`config.mk`:
```
export PLATFORM = sky130hd
export DESIGN_NAME = partsel_down_stream
export DESIGN_NICKNAME = d
export VERILOG_FILES = /design/src/rtl/partsel_down_stream.sv
export SDC_FILE = /design/constraint.sdc
export NUM_CORES = 1
export LEC_CHECK = 0
export CORE_MARGIN = 3
export CORE_UTILIZATION = 60
export CTS_BUF_LIST = sky130_fd_sc_hd__clkbuf_4
export CTS_CLUSTER_SIZE = 40
export DETAILED_ROUTE_END_ITERATION = 10
export DONT_BUFFER_PORTS = 1
export GPL_TIMING_DRIVEN = 0
export PLACE_DENSITY = 0.76
export SLEW_MARGIN = 0
export SYNTH_ARGS = -nofsm -noshare
export SYNTH_HDL_FRONTEND = slang
export SYNTH_SLANG_ARGS = --single-unit
```
`constraint.sdc`:
```
create_clock -name clk -period 2.5 [get_ports clk]
set_input_delay 0.5 -clock clk [delete_from_list [all_inputs] [get_ports clk]]
set_output_delay 0.5 -clock clk [all_outputs]
set_load 0.1 [all_outputs]
```
`src/rtl/partsel_down_stream.sv`:
```
// Serializes one packed word [MSB:LSB] into W-bit windows word[idx -: W],
// walking idx from the highest numeric index down to the lowest.
module partsel_down_stream #(
    parameter int MSB = 0,
    parameter int LSB = 0,
    parameter int W   = 2
) (
    input  logic                clk,
    input  logic                rst,
    input  logic                flush,
    input  logic                in_valid,
    output logic                in_ready,
    input  logic [MSB:LSB]      in_data,
    output logic                out_valid,
    input  logic                out_ready,
    output logic [W-1:0]        out_data,
    output logic signed [31:0]  out_idx,
    output logic                out_last
);

    localparam int HI  = (MSB > LSB) ? MSB : LSB;
    localparam int LO  = (MSB > LSB) ? LSB : MSB;
    localparam int N   = HI - LO + 1;
    localparam bit BIG = (MSB < LSB);

    typedef enum logic {IDLE, STREAM} state_t;

    state_t             state;
    logic [N-1:0]       word;
    logic [N-1:0]       word_in;
    logic signed [31:0] idx;
    logic [N+W-1:0]     pad;
    logic [31:0]        sh;
    logic [W-1:0]       slice;

    // word[k] always holds element LO+k, whatever the declared direction
    for (genvar k = 0; k < N; k++) begin : g_norm
        assign word_in[k] = in_data[LO+k];
    end

    // W zero bits below element LO supply the lanes that fall under LO
    assign pad   = {word, {W{1'b0}}};
    assign sh    = idx - LO + 1;
    assign slice = W'(pad >> sh);

    // slice[W-1] is element idx; big-endian words put it in lane 0 instead
    for (genvar j = 0; j < W; j++) begin : g_lane
        assign out_data[j] = BIG ? slice[W-1-j] : slice[j];
    end

    assign out_valid = (state == STREAM);
    assign out_idx   = idx;
    assign out_last  = (state == STREAM) && (idx - W < LO);
    assign in_ready  = !rst && !flush && ((state == IDLE) || (out_last && out_ready));

    always_ff @(posedge clk) begin
        if (rst) begin
            state <= IDLE;
            idx   <= HI;
            word  <= '0;
        end else if (flush) begin
            state <= IDLE;
            idx   <= HI;
        end else begin
            if (state == STREAM && out_ready) begin
                if (out_last) begin
                    state <= IDLE;
                    idx   <= HI;
                end else begin
                    idx <= idx - W;
                end
            end
            if (in_valid && in_ready) begin
                word  <= word_in;
                idx   <= HI;
                state <= STREAM;
            end
        end
    end

endmodule

```
### Word level (Yosys, flattened, before mapping)

Index checks and enable logic that the tools add are counted.

* eq/ne operators: 0
* shifts and indexed selects: 1
* div/mod/pow operators: 0
* magnitude comparators: 1
* reduce and logical (&&, ||, !) cells: 15
* multiply operators: 0
* mux-type cells: 4
* add/subtract/negate cells: 2
* bitwise logic cells: 2

Operators by type and width (number)
* $add A32 B2 Y32 const B: 1
* $lt A32 B1 Y1 const B: 1
* $mux W32: 1
* $shr A3 B32 Y2: 1
* $sub A32 B3 Y32 const B: 1
* $logic_and A1 B1 Y1: 6
* $reduce_and A2 Y1: 2
* $reduce_bool A2 Y1: 2
* $mux W1: 3
* $reduce_or A3 Y1: 1
* $logic_not A1 Y1: 2
* $not A1 Y1: 2
* $reduce_or A2 Y1: 1
* $logic_or A1 B1 Y1: 1

* memory bits (read-only): 0
* output and inout port bits: 37
* memories: 0
* logic and storage cells: 28
* bits in latches: 0
* bits in writable memories: 0
* flip-flop bits (word level): 34

### Longest topological paths before layout

Gate-level depths: netlist of run 1.

* depth in word-level cells: 9
* gate-level depth with buffers: 8
* depth with buffers taken out: 7

### Worst setup path after synthesis of run 1

OpenSTA, ideal clock, no wires.

* path type: register -> output
* start point: register idx[19] (netlist: out_idx[19])
* end point: output port out_data[1]
* arrival time: 4238 ps
* stages on the path, launching flop included: 4
* setup slack: -2238 ps
* required time: 2000 ps
* buffers on the path: 0
* cells stage by stage: dfxtp_1 > nor4_2 > nand4_1 > nor4_1

* cells in the longest elaborated chain, start to end: 2

RTL lines
* start, declared: RTL line 31 `logic signed [31:0] idx;`
* start signal, assigned: RTL line 70 `idx <= idx - W;`
* $add A32 B2 Y32: RTL line 43 `assign sh = idx - LO + 1;`
* $shr A3 B32 Y2: RTL line 44 `assign slice = W'(pad >> sh);`
* end, declared: RTL line 16 `output logic [W-1:0] out_data,`

Every way passes these cells.

### Worst setup path after layout of run 1

* start point: register idx[9] (netlist: out_idx[9])
* end point: output port out_data[1]

The elaborated chain is that of the path after synthesis.

==> results of run 1 <==
-- state kept, by name (all words and copies together) (netlist names) --
signal / cells
out_idx: 31
out_valid: 1
word: 1
-- layout make-up --
cell class | instances | share of cell area
clock buffers | 7 | 0.0224
clock inverters | 1 | 0.00160
inverters | 6 | 0.00958
multi-input cells | 147 | 0.512
flip-flops and latches | 33 | 0.322
repair buffers | 13 | 0.0650
well taps | 42 | 0.0224
plain buffers | 15 | 0.0453
-- critical path: stages (launching register included) --
cell	delay (ns)
dfxtp_4	0.47
nor4_4	0.38
nand4_2	0.21
nor4_4	1.16
-- metal layers --
| layer | vias to the layer above | routed length, µm |
|---|---|---|
| li1 | 767 | - |
| met1 | 788 | 1860 |
| met2 | 51 | 2530 |
| met3 | 9 | 241 |
| met4 | 0 | 73 |
| met5 | - | 0 |
-- repair_timing --
| action | in CTS | in global routing |
|---|---|---|
| gates cloned | 0 | 2 |
| resized for setup | 10 | 8 |
| endpoints found under the setup margin | 17 | 31 |
| pin swaps | 8 | 3 |
| setup buffers | 8 | 3 |
-- path summary, 6_finish.rpt --
kind | from | end | slack (ns) | depth (start not counted)
max | out_idx[9]$_SDFFE_PP0P_ | out_data[1] | -0.56 | 3
min | in_data | word$_SDFFE_PP0P_ | 0.31 | 1
max reg2reg | out_idx[19]$_SDFFE_PP0P_ | out_idx[30]$_SDFFE_PP0P_ | 0.05 | 9
min reg2reg | word$_SDFFE_PP0P_ | word$_SDFFE_PP0P_ | 0.66 | 2
-- kinds of logic (layout without fill, tap and decap cells) --
logic type	after synthesis	count (layout)
and+or+nand+nor	105	105
DFF	33	33
xor gates and xnor gates	27	27
buffers and inverters	21	42
AOI/OAI and AO/OA	11	11
adders and majority gates	1	1
other	1	2
muxes	1	1
-- cell usage in the layout, fill, tap and decap left out, types with 2 or more instances in the layout --
master	count
buf_2	4
and2_1	3
nand3b_1	2
nor2b_1	2
inv_1	6
conb_1	2
xnor2_1	6
clkbuf_4	7
dfxtp_2	10
nor3_2	22
nor3_1	14
nor4_4	7
buf_12	3
nand3_1	9
clkbuf_16	2
or4_1	3
nand4b_1	4
o21ai_0	2
dfxtp_4	22
buf_6	2
clkbuf_1	5
nor2_1	9
buf_4	11
xor2_1	21
nand2_1	7
nand4_1	11
-- report_power, final --
group          internal (mW)  switching (mW)
Combinational          0.103           0.170
Clock                  0.130           0.180
Sequential             0.516          0.0712
-- stage by stage --
step                power (mW)  TNS (ns)  cell area, µm²
floorplan                0.801   -0.0966            2040
global placement         0.827    -0.798            2090
detailed placement       0.832     -1.50            2090
CTS                       1.15     -1.48            2240
global route              1.22     -3.38            2350
finish                    1.17     -1.53            2350
==> flow_metrics.env, run 1 <==
export IMPL_fin_crit_ns=3.06
export IMPL_clock_latency_ns=0.34
export IMPL_synth_cells=200
export IMPL_path_class="reg2out"
export IMPL_dr_pass1_iters=5
export IMPL_drtIter0Drc=114
export IMPL_ys_ff_latch=33
export IMPL_globalplace_congestion=0.820
export IMPL_worst_ep_arrival_time_ns=2.56
export IMPL_muxShareOfSynthArea=0.00587
export IMPL_place_ws_ns=-0.218
export IMPL_maxSlewViolCount=0
export IMPL_synth_edff_count=0
export IMPL_placedCellCount=243
export IMPL_cp_end_kind="output port"
export IMPL_yosysTopAreaCell="dfxtp_1"
export IMPL_max_freq_ghz=0.327
export IMPL_postLayoutCoreUtil=0.810
export IMPL_ant_nets=0
export IMPL_grt_use_total=0.238
export IMPL_io_buffers=0
export IMPL_fin_worst_skew_ns=0.0196
export IMPL_ir_worst_vdd_v=0.000596
export IMPL_grt_pass1_wl_mm=7.53
export IMPL_tritoncts_num_buffers=5
export IMPL_drive_gt1_frac=0.464
export IMPL_pwr_density_cell_nw_per_um2=498
export IMPL_synth_area_um2=1920
export IMPL_nNetsFinal=228
export IMPL_coreArea_um2=2900
export IMPL_wire_per_inst_um=17.8
export IMPL_maxSlewHeadroom=0.0919
export IMPL_synth_commonest_cells="dfxtp_1 (33), xor2_1 (21), nor3_2 (20)"
export IMPL_final_cell_count_no_fill=264
export IMPL_status="finished, violations left"
export IMPL_grt_max_degree=11
export IMPL_synth_simple_area_share=0.402
export IMPL_wl_mm=4.70
export IMPL_vias_per_cell=6.12
export IMPL_grt_use_met1=0.288
export IMPL_p_leak_nw=0.814
export IMPL_hpwl_mm=3.07
export IMPL_die_area_um2=3910
export IMPL_final_hold_viol_count=0
export IMPL_async_flop_share=0
export IMPL_path_max_fanout=4
export IMPL_synth_ff_type="dfxtp_1"
export IMPL_fillers=195
export IMPL_cts_root_buf="clkbuf_4"
export IMPL_cts_tree="done"
export IMPL_min_path_type="in2reg"
export IMPL_regArea_um2=756
export IMPL_setup_violations=3
export IMPL_grt_remaining_overflow=0
export IMPL_synth_compound_area_frac=0.0496
export IMPL_busiest_layer="met2"
export IMPL_yosys_warnings=0
export IMPL_cp_start_kind="register"
export IMPL_std_cell_rows=19
export IMPL_h_tree_depth=2
export IMPL_syn_avg_cell_area_um2=9.59
export IMPL_violations="setup timing"
export IMPL_maxCapViolations=0
export IMPL_path_clk_slew_ns=0.10
export IMPL_areaGrowthSynthToFinish_pct=22.5
export IMPL_multi_input_comb_area_um2=1200
export IMPL_num_antenna_cells=0
export IMPL_yosysMostFrequentCell="dfxtp_1"
export IMPL_fp_dieH_um=62.5
export IMPL_synth_cell_type_count=44
export IMPL_gr_usage_met2=0.411
export IMPL_start_util=0.661
export IMPL_cts_sinks=33
export IMPL_required_ns=2.00
export IMPL_rsz0062_at_grt="yes"
export IMPL_yosysSeqAreaShare=0.344
export IMPL_synthAdderAreaFrac=0.00652
export IMPL_synth_xor_area_frac=0.123
export IMPL_cts_buffer_depth=2
export IMPL_ctsHoldBuffers=0
export IMPL_chipWidth_um=62.5
export IMPL_fin_hold_ws_ns=0.311
export IMPL_synth_top_family_by_area="simple AND/OR/NAND/NOR gates"
export IMPL_ios=43
export IMPL_grt_pass1_vias=1513
export IMPL_layout_setup_ws_ns=-0.562
export IMPL_yosys_top_cells_area="dfxtp_1 (34%), nor3_2 (10%), xor2_1 (9.6%)"
export IMPL_timing_final_crit_share=1.22
export IMPL_antenna_found_initial=0
export IMPL_vias=1615
export IMPL_synth_top_cell_area_share=0.344
export IMPL_drc=0
export IMPL_worstMarginPinSlew_ns=1.35
export IMPL_use_met3=0.0629
(Power assumes the default switching activity.)
==> run 2, diff against run 1 <==
--- a/config.mk
+++ b/config.mk
@@ -5,9 +5,7 @@
 export SDC_FILE = /design/constraint.sdc
 export NUM_CORES = 1
 export LEC_CHECK = 0
-export CORE_MARGIN = 3
 export CORE_UTILIZATION = 60
-export CTS_BUF_LIST = sky130_fd_sc_hd__clkbuf_4
 export CTS_CLUSTER_SIZE = 40
 export DETAILED_ROUTE_END_ITERATION = 10
 export DONT_BUFFER_PORTS = 1
==> run 2 against run 1 <==
  * The run still ends with setup timing left
  * Maximum frequency is 0.89% higher
  * Hold slack better by 0.0020 ns
  * Sequential power decreased by 0.9%
  * Critical endpoint unchanged
  * Largest cell class unchanged
==> flow_metrics.env, run 2 (synthesis gave the netlist of run 1 again) <==
export IMPL_status="finished, violations left"
export IMPL_violations="setup timing"
export IMPL_drive_gt1_frac=0.445
export IMPL_required_ns=2.00
export IMPL_cts_tree="done"
export IMPL_min_path_type="in2reg"
export IMPL_fin_worst_skew_ns=0.00923
export IMPL_io_buffers=0
export IMPL_ant_nets=0
export IMPL_chipWidth_um=58.5
export IMPL_placedCellCount=245
export IMPL_setup_violations=3
export IMPL_cts_sinks=33
export IMPL_die_area_um2=3430
export IMPL_hpwl_mm=2.88
export IMPL_std_cell_rows=20
export IMPL_layout_setup_ws_ns=-0.535
export IMPL_maxSlewViolCount=0
export IMPL_wl_mm=4.11
export IMPL_fp_dieH_um=58.5
export IMPL_drc=0
export IMPL_tritoncts_num_buffers=5
export IMPL_fin_hold_ws_ns=0.313
export IMPL_max_freq_ghz=0.330
export IMPL_fin_crit_ns=3.03
export IMPL_path_clk_slew_ns=0.09
export IMPL_largest_register_ffs=31
export IMPL_globalplace_congestion=0.891
export IMPL_grt_max_degree=11
export IMPL_antenna_found_initial=0
export IMPL_mostFrequentLayoutCells="dfxtp_4 (26), nor3_2 (21), xor2_1 (21)"
export IMPL_grt_pass1_wl_mm=6.67
export IMPL_final_common_cell="dfxtp_4"
export IMPL_grt_pass1_vias=1490
export IMPL_grt_remaining_overflow=0
export IMPL_final_hold_viol_count=0
export IMPL_fillers=238
export IMPL_grt_use_total=0.261
export IMPL_start_util=0.628
export IMPL_rsz0062_at_grt="yes"
export IMPL_nNetsFinal=226
export IMPL_clock_latency_ns=0.33
export IMPL_vias=1574
export IMPL_cts_root_buf="clkbuf_4"
export IMPL_path_max_fanout=4
export IMPL_ios=43
export IMPL_ir_worst_vdd_v=0.000340
export IMPL_dr_pass1_iters=4
export IMPL_coreArea_um2=3050
export IMPL_maxSlewHeadroom=0.0856
export IMPL_worst_ep_arrival_time_ns=2.53
export IMPL_pwr_density_cell_nw_per_um2=495
export IMPL_final_cell_count_no_fill=264
export IMPL_areaGrowthSynthToFinish_pct=19.0
export IMPL_path_class="reg2out"
export IMPL_p_leak_nw=0.780
export IMPL_h_tree_depth=2
export IMPL_maxCapViolations=0
export IMPL_num_antenna_cells=0
export IMPL_worstMarginPinSlew_ns=1.36
export IMPL_timing_final_crit_share=1.21
export IMPL_cp_end_kind="output port"
export IMPL_drtIter0Drc=127
export IMPL_cts_buffer_depth=2
export IMPL_cp_start_kind="register"
export IMPL_vias_per_cell=5.96
export IMPL_wire_per_inst_um=15.6
[run 2: cell count changes in the layout (fill, tap and decap cells not counted), sizes merged]
cell	previous run	this run
clkinv	1	0
clkbuf	15	13
buf	20	21
[run 2: final cells by class]
class / count / area [µm²] / share of cell area
buffer: 15 / 106 / 0.0466
clock buffer: 8 / 48.8 / 0.0214
inverter: 6 / 22.5 / 0.00986
multi-input combinational: 147 / 1200 / 0.525
sequential: 33 / 766 / 0.335
tap: 44 / 55.1 / 0.0241
timing repair buffer: 11 / 86.3 / 0.0378
[run 2: stage by stage]
step / power (mW) / TNS (ns) / area (µm²) / utilization / setup WS, ns
after floorplan: 0.801 / -0.0966 / 2040 / - / -0.0962
after global placement: 0.826 / -0.664 / 2090 / 0.685 / -0.204
after detailed placement: 0.832 / -1.44 / 2090 / 0.685 / -0.229
after CTS: 1.13 / -1.33 / 2260 / 0.739 / -0.535
after global routing: 1.18 / -1.60 / 2280 / 0.748 / -0.642
final: 1.13 / -1.28 / 2280 / 0.748 / -0.535
[run 2: path summary, 6_finish.rpt]
check	cells after the start	start	endpoint	slack [ns]
max	3	out_idx[6]$_SDFFE_PP0P_	out_data[1]	-0.53
min	1	in_data	word$_SDFFE_PP0P_	0.31
max reg2reg	7	out_idx[12]$_SDFFE_PP0P_	out_idx[12]$_SDFFE_PP0P_	0.16
min reg2reg	2	word$_SDFFE_PP0P_	word$_SDFFE_PP0P_	0.65
[run 2: power breakdown]
group          switching (mW)  internal (mW)  leakage (nW)  total, mW
registers              0.0706          0.512         0.290      0.582
logic                   0.166         0.0989         0.463      0.265
clock network           0.170          0.112        0.0265      0.282
total                   0.407          0.723         0.780       1.13
[run 2: routing by layer]
layer,global-route usage,up-vias,part of all wire,routed length [µm]
li1,-,761,-,-
met1,0.331,746,0.43,1790
met2,0.406,55,0.49,2010
met3,0.0879,12,0.056,231
met4,0.109,0,0.022,89
met5,0,-,0,0
[run 2: what timing repair did]
action                     4_1_cts  5_1_grt
pin swaps                       11        5
buffers inserted                 8        3
setup endpoints to repair       18       31
hold buffers                     0        0
gates resized for setup         17        4
[run 2: worst max-delay path, stage by stage (launching register included)]
cell,delay [ns]
dfxtp_4,0.47
nor4_4,0.36
nand4_1,0.21
nor4_4,1.17
